--- src/rtl/riscv_pkg.sv ---
// Shared datapath widths, ALU operation encodings and the EX-stage record used by
// the ID/EX operand stage.
package riscv_pkg;

    localparam int XLEN       = 32;
    localparam int REG_ADDR_W = 5;
    localparam int OP_W       = 4;

    localparam logic [OP_W-1:0] ALU_ADD = 4'b0000;
    localparam logic [OP_W-1:0] ALU_SUB = 4'b0001;
    localparam logic [OP_W-1:0] ALU_AND = 4'b0010;
    localparam logic [OP_W-1:0] ALU_OR  = 4'b0011;
    localparam logic [OP_W-1:0] ALU_XOR = 4'b0100;
    localparam logic [OP_W-1:0] ALU_SLL = 4'b0101;
    localparam logic [OP_W-1:0] ALU_SRL = 4'b0110;
    localparam logic [OP_W-1:0] ALU_SLT = 4'b0111;

    localparam logic [OP_W-1:0] BUBBLE_ALUOP = 4'b0000;

    typedef struct packed {
        logic                  valid;
        logic [REG_ADDR_W-1:0] rs1;
        logic [REG_ADDR_W-1:0] rs2;
        logic [REG_ADDR_W-1:0] rd;
        logic [XLEN-1:0]       rs1_data;
        logic [XLEN-1:0]       rs2_data;
        logic [XLEN-1:0]       immediate;
        logic [OP_W-1:0]       alu_op;
        logic                  alu_src;
        logic                  mem_read;
        logic                  reg_write;
    } ex_stage_t;

    // A bubble is an all-zero record; the ALU op is pinned to the bubble encoding.
    function automatic ex_stage_t bubble_stage();
        ex_stage_t s;
        s        = '0;
        s.alu_op = BUBBLE_ALUOP;
        return s;
    endfunction

endpackage

--- src/rtl/id_ex_operand_stage_if.sv ---
// ID-side handshake and decoded-instruction bundle feeding the ID/EX register.
interface id_ex_operand_stage_if;
    import riscv_pkg::*;

    logic                  id_valid;
    logic                  id_ready;
    logic [REG_ADDR_W-1:0] id_rs1;
    logic [REG_ADDR_W-1:0] id_rs2;
    logic [REG_ADDR_W-1:0] id_rd;
    logic [XLEN-1:0]       id_rs1_data;
    logic [XLEN-1:0]       id_rs2_data;
    logic [XLEN-1:0]       id_immediate;
    logic [OP_W-1:0]       id_ALUOp;
    logic                  id_ALUSrc;
    logic                  id_mem_read;
    logic                  id_reg_write;

    modport master (
        output id_valid, id_rs1, id_rs2, id_rd, id_rs1_data, id_rs2_data,
               id_immediate, id_ALUOp, id_ALUSrc, id_mem_read, id_reg_write,
        input  id_ready
    );

    modport slave (
        input  id_valid, id_rs1, id_rs2, id_rd, id_rs1_data, id_rs2_data,
               id_immediate, id_ALUOp, id_ALUSrc, id_mem_read, id_reg_write,
        output id_ready
    );

endinterface

--- src/rtl/id_ex_operand_stage_forward_mux.sv ---
// Three-way priority operand select (high source > low source > base data);
// register index 0 never takes a forwarded value.
module operand_forward_mux
    import riscv_pkg::*;
(
    input  logic [REG_ADDR_W-1:0] rs,
    input  logic                  hi_en,
    input  logic [REG_ADDR_W-1:0] hi_rd,
    input  logic [XLEN-1:0]       hi_data,
    input  logic                  lo_en,
    input  logic [REG_ADDR_W-1:0] lo_rd,
    input  logic [XLEN-1:0]       lo_data,
    input  logic [XLEN-1:0]       base_data,
    output logic [XLEN-1:0]       sel_data
);

    // Priority select; hi_rd/lo_rd equal to rs implies they are also non-zero here.
    always_comb begin
        sel_data = base_data;
        if (rs == {REG_ADDR_W{1'b0}}) begin
            sel_data = base_data;
        end else if (hi_en && (hi_rd == rs)) begin
            sel_data = hi_data;
        end else if (lo_en && (lo_rd == rs)) begin
            sel_data = lo_data;
        end else begin
            sel_data = base_data;
        end
    end

endmodule

--- src/rtl/id_ex_operand_stage.sv ---
// ID/EX pipeline register with load-use stall, flush, capture-time MEM/WB bypass and
// EX-time forwarding. Defining ID_EX_PERF_CNT_EN adds stall_count/flush_count outputs.
module id_ex_operand_stage
    import riscv_pkg::*;
(
    input  logic                  clk,
    input  logic                  reset,
    id_ex_operand_stage_if.slave  id,
    input  logic                  flush,
    input  logic                  exmem_reg_write,
    input  logic [REG_ADDR_W-1:0] exmem_rd,
    input  logic [XLEN-1:0]       exmem_result,
    input  logic                  memwb_reg_write,
    input  logic [REG_ADDR_W-1:0] memwb_rd,
    input  logic [XLEN-1:0]       memwb_result,
    output logic                  ex_valid,
    output logic [XLEN-1:0]       operand_A,
    output logic [XLEN-1:0]       operand_B,
    output logic [XLEN-1:0]       immediate,
    output logic [OP_W-1:0]       ALUOp,
    output logic                  ALUSrc,
    output logic [REG_ADDR_W-1:0] ex_rd,
    output logic                  ex_reg_write,
    output logic                  ex_mem_read
`ifdef ID_EX_PERF_CNT_EN
    ,
    output logic [31:0]           stall_count,
    output logic [31:0]           flush_count
`endif
);

    ex_stage_t       ex_r;
    ex_stage_t       ex_next_s;
    logic            stall_s;
    logic [XLEN-1:0] cap_rs1_data_s;
    logic [XLEN-1:0] cap_rs2_data_s;
    logic [XLEN-1:0] fwd_a_s;
    logic [XLEN-1:0] fwd_b_s;

    // Load-use hazard: rs2 is checked even for immediate forms since stores read it.
    always_comb begin
        stall_s = ex_r.valid & ex_r.mem_read & (ex_r.rd != {REG_ADDR_W{1'b0}}) &
                  id.id_valid & ((ex_r.rd == id.id_rs1) | (ex_r.rd == id.id_rs2));
    end

    assign id.id_ready = ~stall_s;

    // Capture-time bypass covers the register file's read-before-write window.
    operand_forward_mux u_cap_rs1 (
        .rs(id.id_rs1), .hi_en(1'b0), .hi_rd({REG_ADDR_W{1'b0}}), .hi_data({XLEN{1'b0}}),
        .lo_en(memwb_reg_write), .lo_rd(memwb_rd), .lo_data(memwb_result),
        .base_data(id.id_rs1_data), .sel_data(cap_rs1_data_s)
    );

    operand_forward_mux u_cap_rs2 (
        .rs(id.id_rs2), .hi_en(1'b0), .hi_rd({REG_ADDR_W{1'b0}}), .hi_data({XLEN{1'b0}}),
        .lo_en(memwb_reg_write), .lo_rd(memwb_rd), .lo_data(memwb_result),
        .base_data(id.id_rs2_data), .sel_data(cap_rs2_data_s)
    );

    // Next EX contents: flush > stall > valid capture > idle bubble.
    always_comb begin
        ex_next_s = bubble_stage();
        if (flush) begin
            ex_next_s = bubble_stage();
        end else if (stall_s) begin
            ex_next_s = bubble_stage();
        end else if (id.id_valid) begin
            ex_next_s.valid     = 1'b1;
            ex_next_s.rs1       = id.id_rs1;
            ex_next_s.rs2       = id.id_rs2;
            ex_next_s.rd        = id.id_rd;
            ex_next_s.rs1_data  = cap_rs1_data_s;
            ex_next_s.rs2_data  = cap_rs2_data_s;
            ex_next_s.immediate = id.id_immediate;
            ex_next_s.alu_op    = id.id_ALUOp;
            ex_next_s.alu_src   = id.id_ALUSrc;
            ex_next_s.mem_read  = id.id_mem_read;
            ex_next_s.reg_write = id.id_reg_write;
        end else begin
            ex_next_s = bubble_stage();
        end
    end

    // ID/EX pipeline register.
    always_ff @(posedge clk) begin
        if (reset) begin
            ex_r <= bubble_stage();
        end else begin
            ex_r <= ex_next_s;
        end
    end

    // EX-time forwarding, EX/MEM ahead of MEM/WB, applied to A and B independently.
    operand_forward_mux u_fwd_a (
        .rs(ex_r.rs1), .hi_en(exmem_reg_write), .hi_rd(exmem_rd), .hi_data(exmem_result),
        .lo_en(memwb_reg_write), .lo_rd(memwb_rd), .lo_data(memwb_result),
        .base_data(ex_r.rs1_data), .sel_data(fwd_a_s)
    );

    operand_forward_mux u_fwd_b (
        .rs(ex_r.rs2), .hi_en(exmem_reg_write), .hi_rd(exmem_rd), .hi_data(exmem_result),
        .lo_en(memwb_reg_write), .lo_rd(memwb_rd), .lo_data(memwb_result),
        .base_data(ex_r.rs2_data), .sel_data(fwd_b_s)
    );

    // ALU-facing outputs; a bubble presents zero operands.
    always_comb begin
        if (ex_r.valid) begin
            operand_A = fwd_a_s;
            operand_B = fwd_b_s;
        end else begin
            operand_A = {XLEN{1'b0}};
            operand_B = {XLEN{1'b0}};
        end
        ex_valid     = ex_r.valid;
        immediate    = ex_r.immediate;
        ALUOp        = ex_r.alu_op;
        ALUSrc       = ex_r.alu_src;
        ex_rd        = ex_r.rd;
        ex_reg_write = ex_r.reg_write;
        ex_mem_read  = ex_r.mem_read;
    end

`ifdef ID_EX_PERF_CNT_EN
    logic [31:0] stall_count_r;
    logic [31:0] flush_count_r;

    // Free-running event counters, wrapping naturally at 2^32.
    always_ff @(posedge clk) begin
        if (reset) begin
            stall_count_r <= 32'd0;
            flush_count_r <= 32'd0;
        end else begin
            if (stall_s) begin
                stall_count_r <= stall_count_r + 32'd1;
            end else begin
                stall_count_r <= stall_count_r;
            end
            if (flush) begin
                flush_count_r <= flush_count_r + 32'd1;
            end else begin
                flush_count_r <= flush_count_r;
            end
        end
    end

    assign stall_count = stall_count_r;
    assign flush_count = flush_count_r;
`endif

endmodule

--- src/flat_wrapper.sv ---
// flat-port wrapper written by rule: the top's interface ports become plain ports
module id_ex_operand_stage_flat import riscv_pkg::*;
  (clk, reset, flush, exmem_reg_write, exmem_rd, exmem_result, memwb_reg_write, memwb_rd, memwb_result, ex_valid, operand_A, operand_B, immediate, ALUOp, ALUSrc, ex_rd, ex_reg_write, ex_mem_read, id_id_valid, id_id_rs1, id_id_rs2, id_id_rd, id_id_rs1_data, id_id_rs2_data, id_id_immediate, id_id_ALUOp, id_id_ALUSrc, id_id_mem_read, id_id_reg_write, id_id_ready);
  id_ex_operand_stage_if id_i ();
  input  logic clk;
  input  logic reset;
  input  logic flush;
  input  logic exmem_reg_write;
  input  logic [REG_ADDR_W-1:0] exmem_rd;
  input  logic [XLEN-1:0] exmem_result;
  input  logic memwb_reg_write;
  input  logic [REG_ADDR_W-1:0] memwb_rd;
  input  logic [XLEN-1:0] memwb_result;
  output logic ex_valid;
  output logic [XLEN-1:0] operand_A;
  output logic [XLEN-1:0] operand_B;
  output logic [XLEN-1:0] immediate;
  output logic [OP_W-1:0] ALUOp;
  output logic ALUSrc;
  output logic [REG_ADDR_W-1:0] ex_rd;
  output logic ex_reg_write;
  output logic ex_mem_read;
  input wire logic [$bits(id_i.id_valid)-1:0] id_id_valid;
  input wire logic [$bits(id_i.id_rs1)-1:0] id_id_rs1;
  input wire logic [$bits(id_i.id_rs2)-1:0] id_id_rs2;
  input wire logic [$bits(id_i.id_rd)-1:0] id_id_rd;
  input wire logic [$bits(id_i.id_rs1_data)-1:0] id_id_rs1_data;
  input wire logic [$bits(id_i.id_rs2_data)-1:0] id_id_rs2_data;
  input wire logic [$bits(id_i.id_immediate)-1:0] id_id_immediate;
  input wire logic [$bits(id_i.id_ALUOp)-1:0] id_id_ALUOp;
  input wire logic [$bits(id_i.id_ALUSrc)-1:0] id_id_ALUSrc;
  input wire logic [$bits(id_i.id_mem_read)-1:0] id_id_mem_read;
  input wire logic [$bits(id_i.id_reg_write)-1:0] id_id_reg_write;
  output wire logic [$bits(id_i.id_ready)-1:0] id_id_ready;
  assign id_i.id_valid = id_id_valid;
  assign id_i.id_rs1 = id_id_rs1;
  assign id_i.id_rs2 = id_id_rs2;
  assign id_i.id_rd = id_id_rd;
  assign id_i.id_rs1_data = id_id_rs1_data;
  assign id_i.id_rs2_data = id_id_rs2_data;
  assign id_i.id_immediate = id_id_immediate;
  assign id_i.id_ALUOp = id_id_ALUOp;
  assign id_i.id_ALUSrc = id_id_ALUSrc;
  assign id_i.id_mem_read = id_id_mem_read;
  assign id_i.id_reg_write = id_id_reg_write;
  assign id_id_ready = id_i.id_ready;
  id_ex_operand_stage u_core (.clk(clk), .reset(reset), .id(id_i), .flush(flush), .exmem_reg_write(exmem_reg_write), .exmem_rd(exmem_rd), .exmem_result(exmem_result), .memwb_reg_write(memwb_reg_write), .memwb_rd(memwb_rd), .memwb_result(memwb_result), .ex_valid(ex_valid), .operand_A(operand_A), .operand_B(operand_B), .immediate(immediate), .ALUOp(ALUOp), .ALUSrc(ALUSrc), .ex_rd(ex_rd), .ex_reg_write(ex_reg_write), .ex_mem_read(ex_mem_read));
endmodule
--- config.mk ---
export PLATFORM = sky130hd
export DESIGN_NAME = id_ex_operand_stage_flat
export DESIGN_NICKNAME = d
export VERILOG_FILES = /design/src/rtl/riscv_pkg.sv /design/src/rtl/id_ex_operand_stage_if.sv /design/src/rtl/id_ex_operand_stage_forward_mux.sv /design/src/rtl/id_ex_operand_stage.sv /design/src/flat_wrapper.sv
export SDC_FILE = /design/constraint.sdc
export NUM_CORES = 1
export LEC_CHECK = 0
export CAP_MARGIN = 20
export CELL_PAD_IN_SITES_DETAIL_PLACEMENT = 0
export CELL_PAD_IN_SITES_GLOBAL_PLACEMENT = 2
export CORE_UTILIZATION = 23
export CTS_CLUSTER_SIZE = 8
export DETAILED_ROUTE_END_ITERATION = 8
export HOLD_SLACK_MARGIN = 0.02
export PLACE_DENSITY = 0.88
export SYNTH_ARGS = -nofsm -noshare
export SYNTH_HDL_FRONTEND = slang
export SYNTH_SLANG_ARGS = --single-unit
--- constraint.sdc ---
create_clock -name clk -period 2.97 [get_ports clk]
set_input_delay 0.594 -clock clk [delete_from_list [all_inputs] [get_ports clk]]
set_output_delay 0.594 -clock clk [all_outputs]
set_load 0.1 [all_outputs]
# --- Word-level counts from Yosys, hierarchy flattened ---
# Index checks and enable logic that the tools add are counted.
# W data, S select, Z words.
word_totals:
  ram_bits: 0
  input_bits: 198
  memories: 0
  reg_bits: 119
  mem_bits_ro: 0
  latch_bits: 0
op_classes:
  order_cmp: 0
  multipliers: 0
  n_shift: 0
  n_mux: 13
  reduce_logical: 13
  addsub: 0
  div_mod_pow: 0
  n_bitwise: 7
  eq_ne: 8
ops:
  columns: ["operator", "count"]
  rows:
  - ["$mux W32", 12]
  - ["$mux W119", 1]
  - ["$eq A5 B5 Y1", 8]
  - ["$logic_not A5 Y1", 4]
  - ["$logic_and A1 B1 Y1", 6]
  - ["$reduce_bool A5 Y1", 1]
  - ["$and A1 B1 Y1", 4]
  - ["$reduce_or A4 Y1", 1]
  - ["$reduce_or A3 Y1", 1]
  - ["$not A1 Y1", 2]
  - ["$or A1 B1 Y1", 1]

# --- Depth between registers and ports, before layout ---
# Gate-level depths: netlist of the first run.
logic_depth:
  ltp_word: 6
  ltp_mapped: 8

# --- Cells and area by module ---
# A second synthesis of the first run with hierarchy kept.
unflattened:
  hier_cells: 922
  hier_area_um2: 8959.8
modules_own_cells:
  columns: ["module", "area_each_um2", "instances", "cells_each"]
  rows:
  - ["id_ex_operand_stage", 5271.3, 1, 530]
  - ["operand_forward_mux", 922.1, 4, 98]

# --- Least setup slack after synthesis of the first run ---
# OpenSTA, ideal clock, no wires.
synth_timing:
  kind: "reg-to-output"
  startpoint: "register u_core.ex_r, in the netlist u_core.ex_valid"
  endpoint: "output operand_A[0]"
  slack_ps: -885
  stages_incl_launch_ff: 5
  required_ps: 2376
  path_buffers: 1
  arrival_ps: 3261
  path_cell_list: "dfxtp_1 > a21boi_1 > clkbuf_1 > o31ai_1 > o2bb2ai_1"
synth_via:
  elab_chain_len: 1
synth_lines:
  columns: ["item", "line", "rtl"]
  rows:
  - ["from (decl)", "id_ex_operand_stage.sv:32", "ex_stage_t ex_r;"]
  - ["from (signal assigned)", "id_ex_operand_stage.sv:88", "ex_r <= bubble_stage();"]
  - ["from (signal assigned)", "id_ex_operand_stage.sv:90", "ex_r <= ex_next_s;"]
  - ["$mux W32", "id_ex_operand_stage.sv:109", "if (ex_r.valid) begin"]
  - ["to (decl)", "flat_wrapper.sv:15", "output logic [XLEN-1:0] operand_A;"]
# Every way passes these cells.

# --- Worst setup path in the final report of the first run ---
layout_timing:
  startpoint: "register u_core.ex_r[112] (netlist name)"
  endpoint: "output operand_B[24]"
layout_via:
  elab_chain_len: 6
  word_cells_on_any_way: 9
layout_lines:
  columns: ["item", "line", "rtl"]
  rows:
  - ["$eq A5 B5 Y1", "id_ex_operand_stage_forward_mux.sv:24", "end else if (lo_en && (lo_rd == rs)) begin"]
  - ["$logic_and A1 B1 Y1", "id_ex_operand_stage_forward_mux.sv:24", null]
  - ["$mux W32", "id_ex_operand_stage_forward_mux.sv:24", null]
  - ["$mux W32", "id_ex_operand_stage_forward_mux.sv:22", "end else if (hi_en && (hi_rd == rs)) begin"]
  - ["$mux W32 *", "id_ex_operand_stage_forward_mux.sv:20", "if (rs == {REG_ADDR_W{1'b0}}) begin"]
  - ["$mux W32 *", "id_ex_operand_stage.sv:109", null]
  - ["to (decl)", "flat_wrapper.sv:16", "output logic [XLEN-1:0] operand_B;"]
# Every way passes the cells marked *; elsewhere a longest branch is shown, timed or not.

==> metrics.csv, run 1 <==
stage,metric,value,unit
synth,Syn Area/Cell,8.707,um2
power,Final Power,4894,uW
floorplanning,Core ar.,28860,um2
floorplanning,Die Wd,173.6,um
synth,cell taking the most area after synthesis,dfxtp_1,
synth,synth warn,0,
worst_setup_path,"critical path fanouts, max",18,
run,# Max-Cap Violations,0,
power,Logic pwr share,0.233,
power,clock network fraction of total power,0.425,
synth,Syn Inst Count,778,
synth,Synth Area in Compound Gates,0.2595,
drt,drt total wl,31.96,mm
place,post-DP HPWL,21.22,mm
power,sequential share of power,0.342,
global_routing,vias in the first global route,7914,
timing,number of hold violations in the final report,0,
cts,CTS tree,built,
drt,average via count per standard cell,4.742,
synth,Yosys top cell area share,0.3517,
synth,top post-synthesis cells by area,"dfxtp_1 35%, mux2i_1 9.5%, o2bb2ai_1 8.3%, o31ai_1 7.1%, and2_1 5.0%",
synth,"Cell Area, Synth",6774,um2
place,Placement Cell Area,12640,um2
synth,main combinational cell family by area after synthesis,compound AO/OA/AOI/OAI gates,
power,internal power,3344,uW
global_routing,GRT Util Overall,0.2095,
synth,most common cell in the synthesized netlist,dfxtp_1,
synth,Post-synth EDFFs,0,
timing,Max-Slew Margin vs Limit,0.6701,
worst_setup_path,Setup Crit Path Kind,flip-flop to output pin,
cts,TritonCTS Buffers,17,
cts,Clock Path Buffers,2,
timing,Max Slew Vio Count,0,
synth,Synth Flop Type,dfxtp_1,
timing,setup ws final,-0.007964,ns
floorplanning,die height,173.6,um
power,power per cell area,341.1,nW/um2
floorplanning,Starting Density,0.2347,
cts,Clock Sink Count,119,
cts,CTS Root Cell,clkbuf_16,
synth,simple-gate portion of the synthesized area,0.1411,
cts,htree depth,4,
floorplanning,# rows,62,
timing,f_max,335.8,MHz
synth,sequential area share after synthesis,0.3517,
synth,xor/xnor share of the synthesized area,0.04913,
worst_setup_path,CP Data Required Time,2.38,ns
hold_path,HP Class,input port to flip-flop,
synth,synth unique cells,35,
global_routing,largest net degree at the start of global routing,39,
synth,post-synthesis mux area share,0.09457,
worst_setup_path,arrival time at the worst endpoint,2.38,ns
timing,Final setup viols,5,
synth,synth cell count leaders,"119 x dfxtp_1, 67 x nor2_1",
final_layout,Final Cell Area,14350,um2
floorplanning,# IOs,308,
worst_setup_path,CP endpoint kind,output pin,
synth,Async SR Flop Fraction,0,
timing,RSZ-0062 raised after global routing,true,
timing,Least-Margin Pin Slew,0.4949,ns
drt,Avg WL per Cell,20.59,um
place,dpl ws,-0.2875,ns
final_layout,Total Nets Final,1353,
power,Worst VDD drop,0.0002403,V
run_status,outcome,finished with violations,
place,routability cong.,0.7781,
hold_path,worst hold stages,2,
cts,worst-skew pair later-pin latency,0.43,ns
global_routing,Congestion Overflow GR,0,
power,sw frac,0.3166,
timing,fin crit share,1.003,
place,input/output buffers,307,
global_routing,antenna violations before repair,1,
power,Leak Pwr,0.005065,uW
drt,drc violations,0,
timing,clock skew,0.01563,ns
final_layout,Ant. Diodes,0,
global_routing,first-pass GRT wire length,47.35,mm
final_layout,layout cells sized above 1,0.4221,
timing,Period minus WS final,2.978,ns
run_status,violated checks,setup timing,
synth,Mapped Nets,976,
synth,"FF+latch count, synth",119,
drt,drt first pass iters,5,
drt,DR iter-0 viols,289,
power,Switch Pwr,1549,uW
final_layout,area growth from synthesis to layout,111.8,%
floorplanning,die area,30140,um2
final_layout,fillers,2616,
cts,clock-pin slew on the worst setup and hold paths,0.07,ns
worst_setup_path,startpoint types,flip-flop,
worst_setup_path,Worst Reg-to-Reg Cells,6,
drt,post-route ant nets,0,
drt,vias,7360,
synth,Adder-Cell Fraction of Synth Area,0,
-- routing by layer --
metal	global-route usage	part of all wire	routed length, um
met5	0	0.00041	13
met4	0.06067	0.022	690
met3	0.05768	0.070	2241
met2	0.3598	0.49	15660
met1	0.2545	0.42	13360
-- what timing repair did --
action                     4_1_cts  5_1_grt
cloned                          12        3
gates resized for setup        142      107
pin swaps                       25       55
setup endpoints to repair       64       64
hold buffers                     0        0
setup buffers                   17        1
-- kinds of logic after synthesis --
logic type,Yosys count
buf+inv,113
mux,64
compound gates,263
flops,119
simple gates,181
xor+xnor,38
-- state kept, by name, indices dropped and copies added, names as in the netlist --
signal and cells:
u_core.ex_valid 1, u_core.immediate 32, u_core.ex_mem_read 1, u_core.ex_rd 5
u_core.ALUOp 4, u_core.ex_reg_write 1, u_core.ALUSrc 1, u_core.ex_r 74
-- layout make-up --
type,count,area (um2),share of cell area
clock buffer,18,429.2,0.02991
timing repair buffer,468,5359,0.3735
tap,384,480.5,0.03349
sequential,119,2396,0.1670
multi-input combinational,546,5532,0.3856
inverter,3,11.26,0.0007849
clock inverter,14,138.9,0.009681
-- worst paths after layout --
path	end	slack, ns	start
max	operand_B[24]	-0.008	u_core.ex_r[112]
min	u_core.ex_rd[4]	0.72	id_id_rd[4]
max reg2reg	u_core.immediate[23]	1.00	u_core.ex_rd[1]
min reg2reg	u_core.ex_valid	0.87	u_core.ex_mem_read
-- power groups by stage --
stage,registers [uW],logic (uW),clock network [uW]
CTS,1670,1120,2130
global placement,1710,1040,0
global route,1680,1200,2200
floorplan,1710,513,0
finish,1670,1140,2080
detailed placement,1710,1050,0
-- per-stage QoR --
stage / TNS, ns / hold WS [ns] / instances / util
6_report: -0.01896 / 0.7175 / 1552 / 0.4971
5_1_grt: -2.343 / 0.7107 / 1552 / 0.4971
4_1_cts: -1.326 / 0.6988 / 1553 / 0.4853
3_5_place_dp: -14.13 / 0.8443 / 1494 / 0.4380
3_3_place_gp: -12.88 / 0.8320 / 1494 / 0.4380
2_1_floorplan: 0 / 0.7157 / 778 / -
-- placed cells by master, fill, tap and decap left out, types with 19 or more instances in the layout --
cell             synthesis  routed
clkbuf_16                0      20
o21ai_1                  1      54
buf_12                   0      85
o2bb2ai_4                0      64
o31ai_1                 64      25
o31ai_2                  0      38
buf_4                   42     153
and2_1                  54      54
a21oi_1                 64      27
buf_6                    3      19
dfxtp_1                119     110
clkdlybuf4s50_1          0     186
nor2_1                  67      67
mux2i_1                 64      64
nand2b_1                32      32
a21oi_2                  0      19
-- worst max-delay path, cell delays in order, from the launching register on --
cell       delay, ns
dfxtp_2         0.34
or4_4           0.52
o21a_4          0.27
buf_12          0.18
o31ai_2         0.07
o21ai_0         0.11
buf_4           0.16
o2bb2ai_4       0.11
buf_12          0.17
(Power assumes the default switching activity.)
==> run 2, diff against run 1 <==
clock period = 3.23 ns   (was 2.97 ns; I/O delays follow)
==> run 2 against run 1 <==
  * The flow now finishes without violations
  * Total power fell by 5.9%
  * Worst setup slack improved by 0.11 ns
  * Sequential cell count did not move
  * First-iteration DRC count rose by 29%
  * Non-clock buffer count fell by 44
==> metrics.csv, run 2 (synthesis gave the netlist of run 1 again) <==
stage,metric,value,unit
run_status,outcome,"finished, final reports clean",
floorplanning,die area,30140,um2
drt,drt total wl,31.36,mm
floorplanning,# rows,62,
floorplanning,die height,173.6,um
global_routing,Congestion Overflow GR,0,
cts,CTS tree,built,
final_layout,area growth from synthesis to layout,97.88,%
global_routing,first-pass GRT wire length,45.60,mm
final_layout,Largest register FFs,74,
global_routing,antenna violations before repair,2,
global_routing,GRT Util Overall,0.1993,
drt,Avg WL per Cell,20.78,um
worst_setup_path,CP Data Required Time,2.58,ns
timing,Max-Slew Margin vs Limit,0.5563,
place,input/output buffers,307,
place,Placement Cell Area,12310,um2
global_routing,global routing's busiest layer,met2,
place,routability cong.,0.7719,
global_routing,GRT met3 Usage,0.05132,
cts,TritonCTS Buffers,17,
power,power per cell area,343.7,nW/um2
place,post-DP HPWL,20.60,mm
final_layout,"commonest non-fill, non-tap cell in the layout",clkdlybuf4s50_1,
floorplanning,Die Wd,173.6,um
global_routing,largest net degree at the start of global routing,65,
final_layout,layout cells sized above 1,0.3173,
floorplanning,Starting Density,0.2347,
global_routing,grt met2 use,0.3437,
drt,DR iter-0 viols,374,
final_layout,"commonest non-fill, non-tap cells in the layout","187 x clkdlybuf4s50_1, 129 x buf_4, 119 x dfxtp_1",
place,Inst Count DP,1458,
worst_setup_path,"critical path fanouts, max",17,
drt,drc violations,0,
final_layout,Top reg by flops,u_core.ex_r,
timing,f_max,320.0,MHz
cts,worst-skew pair later-pin latency,0.43,ns
worst_setup_path,CP endpoint kind,output pin,
global_routing,vias in the first global route,7664,
drt,post-route ant nets,0,
run,# Max-Cap Violations,0,
timing,clock skew,0.01186,ns
cts,htree depth,4,
drt,average via count per standard cell,4.821,
hold_path,HP Class,input port to flip-flop,
power,Worst VDD drop,0.0002270,V
timing,Period minus WS final,3.125,ns
cts,CTS Root Cell,clkbuf_16,
timing,Least-Margin Pin Slew,0.6646,ns
floorplanning,Core ar.,28860,um2
global_routing,met1 Track Usage GR,0.2419,
final_layout,fillers,2743,
timing,RSZ-0062 raised after global routing,false,
cts,Clock Sink Count,119,
timing,Max Slew Vio Count,0,
final_layout,Total Nets Final,1310,
cts,clock-pin slew on the worst setup and hold paths,0.06,ns
final_layout,"non-filler cells, final",1509,
power,Leak Pwr,0.004712,uW
worst_setup_path,startpoint types,input port,
cts,Clock Path Buffers,2,
worst_setup_path,arrival time at the worst endpoint,2.48,ns
drt,vias,7275,
timing,number of hold violations in the final report,0,
floorplanning,# IOs,308,
final_layout,Final Cell Area,13400,um2
final_layout,Ant. Diodes,0,
drt,drt first pass iters,4,
timing,fin crit share,0.9674,
worst_setup_path,Setup Crit Path Kind,input port to output pin,
timing,Final setup viols,0,
-- run 2: cell types whose count changed in the layout (fill, tap and decap cells not counted), sizes merged, moves of 2 or more --
cell,change
inv,-4
bufinv,+3
dlygate4sd2,+6
clkinv,+2
buf,-48
clkbuf,-5
-- run 2: final timing paths --
path,slack (ns),start,endpoint,cells after the start
worst max-delay path,0.11,exmem_rd[1],operand_B[11],10
worst max register to register,1.07,u_core.ex_rd[1],u_core.immediate[2],5
worst min register to register,0.95,u_core.ex_mem_read,u_core.ex_r[51],4
worst min-delay path,0.78,id_id_immediate[0],u_core.immediate[0],2
-- run 2: power breakdown --
| part | leakage, uW | total, uW | internal (uW) | switching [uW] |
|---|---|---|---|---|
| logic | 0.00344 | 965 | 447 | 518 |
| registers | 0.000968 | 1540 | 1510 | 29.4 |
| clock network | 0.000307 | 2100 | 1320 | 785 |
-- run 2: through the flow --
stage,hold WS [ns],TNS (ns),power (uW),setup slack [ns],util
global route,0.7772,0,4778,0.0006748,0.4645
finish,0.7775,0,4607,0.1054,0.4645
floorplan,0.7677,-0.09210,2044,-0.09210,-
detailed placement,0.9593,-3.572,2498,-0.09946,0.4264
CTS,0.7595,-0.001775,4652,-0.001378,0.4580
global placement,0.9595,-1.547,2492,-0.06346,0.4264
-- run 2: area by class of cell --
class	count	area (um2)	share of cell area
sequential	119	2382	0.1777
tap	384	480.5	0.03584
inverter	3	11.26	0.0008401
multi-input combinational	547	5002	0.3732
timing repair buffer	424	4891	0.3649
clock buffer	18	439.2	0.03276
clock inverter	14	197.7	0.01475
-- run 2: repair_timing --
| item | CTS | global route |
|---|---|---|
| cloned | 5 | 8 |
| hold buffers | 0 | 0 |
| endpoints found under the setup margin | 63 | 64 |
| gates resized for setup | 36 | 32 |
| setup buffers | 4 | 2 |
| pin swaps | 8 | 4 |
-- run 2: routing by layer --
metal  up-vias  wire (um)
met5         -         27
met1      3519      13200
met3        42       2105
met2       294      15360
li1       3416          -
met4         4        669
-- run 2: worst max-delay path: stages --
cell	delay (ns)
dlygate4sd2_1	0.28
xnor2_2	0.18
nand3_2	0.17
buf_12	0.21
nor3_4	0.15
buf_6	0.15
bufbuf_16	0.27
a21oi_1	0.07
o2bb2ai_4	0.15
buf_12	0.19
==> run 3, diff against run 2 <==
CORE_UTILIZATION = 22   (was 23)
CTS_BUF_LIST = sky130_fd_sc_hd__clkbuf_4 sky130_fd_sc_hd__clkbuf_8   (was default)
clock period = 2.7 ns   (was 3.23 ns; I/O delays follow)
==> run 3 against run 2 <==
  * The flow now finishes with violations (setup timing)
  * Wire length grew 13%
  * Worst hold slack lost 0.14 ns
  * Count of clock-buffer cells in the layout is 1 lower
  * Clock power shrank 19%
  * Critical path depth is 1 lower
==> metrics.csv, run 3 (synthesis gave the netlist of run 1 again) <==
stage,metric,value,unit
cts,clock-pin slew on the worst setup and hold paths,0.10,ns
cts,worst-skew pair later-pin latency,0.45,ns
floorplanning,Core ar.,29950,um2
worst_setup_path,arrival time at the worst endpoint,2.37,ns
drt,drt total wl,35.42,mm
cts,TritonCTS Buffers,17,
hold_path,HP Class,input port to flip-flop,
drt,average via count per standard cell,4.870,
final_layout,fillers,2616,
power,Worst VDD drop,0.0002486,V
floorplanning,die height,177.5,um
final_layout,area of the multi-input gates,6245,um2
final_layout,Top reg by flops,u_core.ex_r,
final_layout,"commonest non-fill, non-tap cell in the layout",clkdlybuf4s50_1,
cts,htree depth,4,
final_layout,area growth from synthesis to layout,129.1,%
worst_setup_path,Worst Reg-to-Reg Cells,6,
worst_setup_path,kind of cell adding the most delay to the critical path,buffers and inverters,
global_routing,Congestion Overflow GR,0,
power,Leak Pwr,0.005398,uW
worst_setup_path,CP endpoint kind,output pin,
global_routing,vias in the first global route,8034,
hold_path,worst hold stages,2,
cts,CTS tree,built,
run_status,outcome,finished with violations,
worst_setup_path,CP Data Required Time,2.16,ns
drt,vias,7710,
power,power per cell area,320.2,nW/um2
place,input/output buffers,307,
timing,Least-Margin Pin Slew,0.4784,ns
hold_path,hold path endpoint,u_core.immediate[10],
timing,Max-Slew Margin vs Limit,0.6811,
worst_setup_path,"critical path fanouts, max",7,
global_routing,GRT Util Overall,0.2163,
worst_setup_path,reg2reg start,u_core.ex_rd[1],
worst_setup_path,Worst R2R End,u_core.immediate[1],
worst_setup_path,Crit path largest cell delay,0.31,ns
cts,Clock Sink Count,119,
global_routing,antenna violations before repair,1,
drt,drt first pass iters,4,
timing,Max Slew Vio Count,0,
global_routing,first-pass GRT wire length,50.11,mm
timing,number of hold violations in the final report,0,
timing,Period minus WS final,2.915,ns
final_layout,FF+latch area,2405,um2
worst_setup_path,crit-path cells,clkdlybuf4s15_1 > xor2_2 > nor4_2 > and3_4 > buf_6 > buf_16 > a21oi_1 > o2bb2ai_4 > buf_12,
worst_setup_path,Worst R2R Setup Slack,0.81,ns
worst_setup_path,CP max stage cell,and3_4,
floorplanning,Starting Density,0.2261,
final_layout,Total Nets Final,1377,
run,# Max-Cap Violations,0,
floorplanning,die area,31500,um2
timing,setup_tns,-11.91,ns
cts,Clock Path Buffers,2,
drt,drc violations,0,
cts,CTS Root Cell,clkbuf_8,
drt,Avg WL per Cell,22.38,um
timing,RSZ-0062 raised after global routing,true,
timing,setup ws final,-0.2150,ns
hold_path,hold_sp,id_id_immediate[10],
drt,post-route ant nets,0,
global_routing,largest net degree at the start of global routing,56,
power,Final Power,4970,uW
worst_setup_path,CP Buf/Inv Count,4,
timing,WHS,0.6411,ns
floorplanning,Die Wd,177.5,um
place,routability cong.,0.7858,
floorplanning,# rows,63,
final_layout,"commonest non-fill, non-tap cells in the layout","187 x clkdlybuf4s50_1, 154 x buf_4, 109 x dfxtp_1",
worst_setup_path,Setup Crit Path Kind,input port to output pin,
floorplanning,# IOs,308,
drt,DR iter-0 viols,313,
final_layout,Largest register FFs,74,
run_status,violated checks,setup timing,
timing,f_max,343.1,MHz
worst_setup_path,Worst setup startpoint,memwb_rd[2],
timing,Final setup viols,64,
cts,hold_buf cts,0,
timing,clock skew,0.01842,ns
timing,fin crit share,1.080,
worst_setup_path,startpoint types,input port,
final_layout,layout cells sized above 1,0.4966,
place,post-DP HPWL,21.75,mm
==> run 3: layer usage <==
metal	vias to the layer above	wire length (um)	GRT usage
met5	-	0	0
met4	0	680	0.04950
met3	32	2311	0.04713
met2	301	17730	0.3807
met1	3809	14710	0.2664
li1	3568	-	-
==> run 3: power by group <==
| part | internal, uW | switching (uW) | total, uW |
|---|---|---|---|
| logic | 666 | 753 | 1420 |
| registers | 1800 | 38.9 | 1840 |
| clock network | 768 | 944 | 1710 |
==> run 3: per-stage QoR <==
stage / area, um2 / util / worst slack [ns] / std cells
after floorplan: 7991 / - / -0.01977 / 778
final: 15520 / 0.5181 / -0.2150 / 1583
after global routing: 15520 / 0.5180 / -0.3732 / 1582
after detailed placement: 12720 / 0.4246 / -0.5176 / 1498
after CTS: 14780 / 0.4935 / -0.2655 / 1576
after global placement: 12720 / 0.4246 / -0.5152 / 1498
==> run 3: timing repair <==
item	4_1_cts	5_1_grt
setup buffers	32	3
gates resized for setup	256	120
pin swaps	47	63
cloned	21	10
setup endpoints to repair	64	65
endpoints found under the hold margin	0	0
==> run 3: worst register-to-register path, stage by stage, from the launching register on <==
cell	delay, ns
dfxtp_1	0.37
or4_1	0.55
o2111ai_2	0.25
o21ai_4	0.12
inv_2	0.10
buf_12	0.20
and2_1	0.22
==> run 3: how the worst max path moves through the flow <==
stage / endpoint / slack [ns] / depth (start not counted)
finish: operand_A[15] / -0.21 / 9
global route: operand_B[3] / -0.37 / 8
CTS: operand_B[14] / -0.27 / 9
detailed placement: operand_B[16] / -0.52 / 8
global placement: operand_B[16] / -0.52 / 8
floorplan: operand_A[11] / -0.02 / 8
==> run 3: area by class of cell <==
class | instances | area share
diodes | 1 | 0.0001612
clock buffers | 17 | 0.01508
multi-input cells | 547 | 0.4024
inverters | 3 | 0.0007256
repair buffers | 491 | 0.3850
well taps | 390 | 0.03144
flip-flops and latches | 119 | 0.1550
clock inverters | 15 | 0.01024
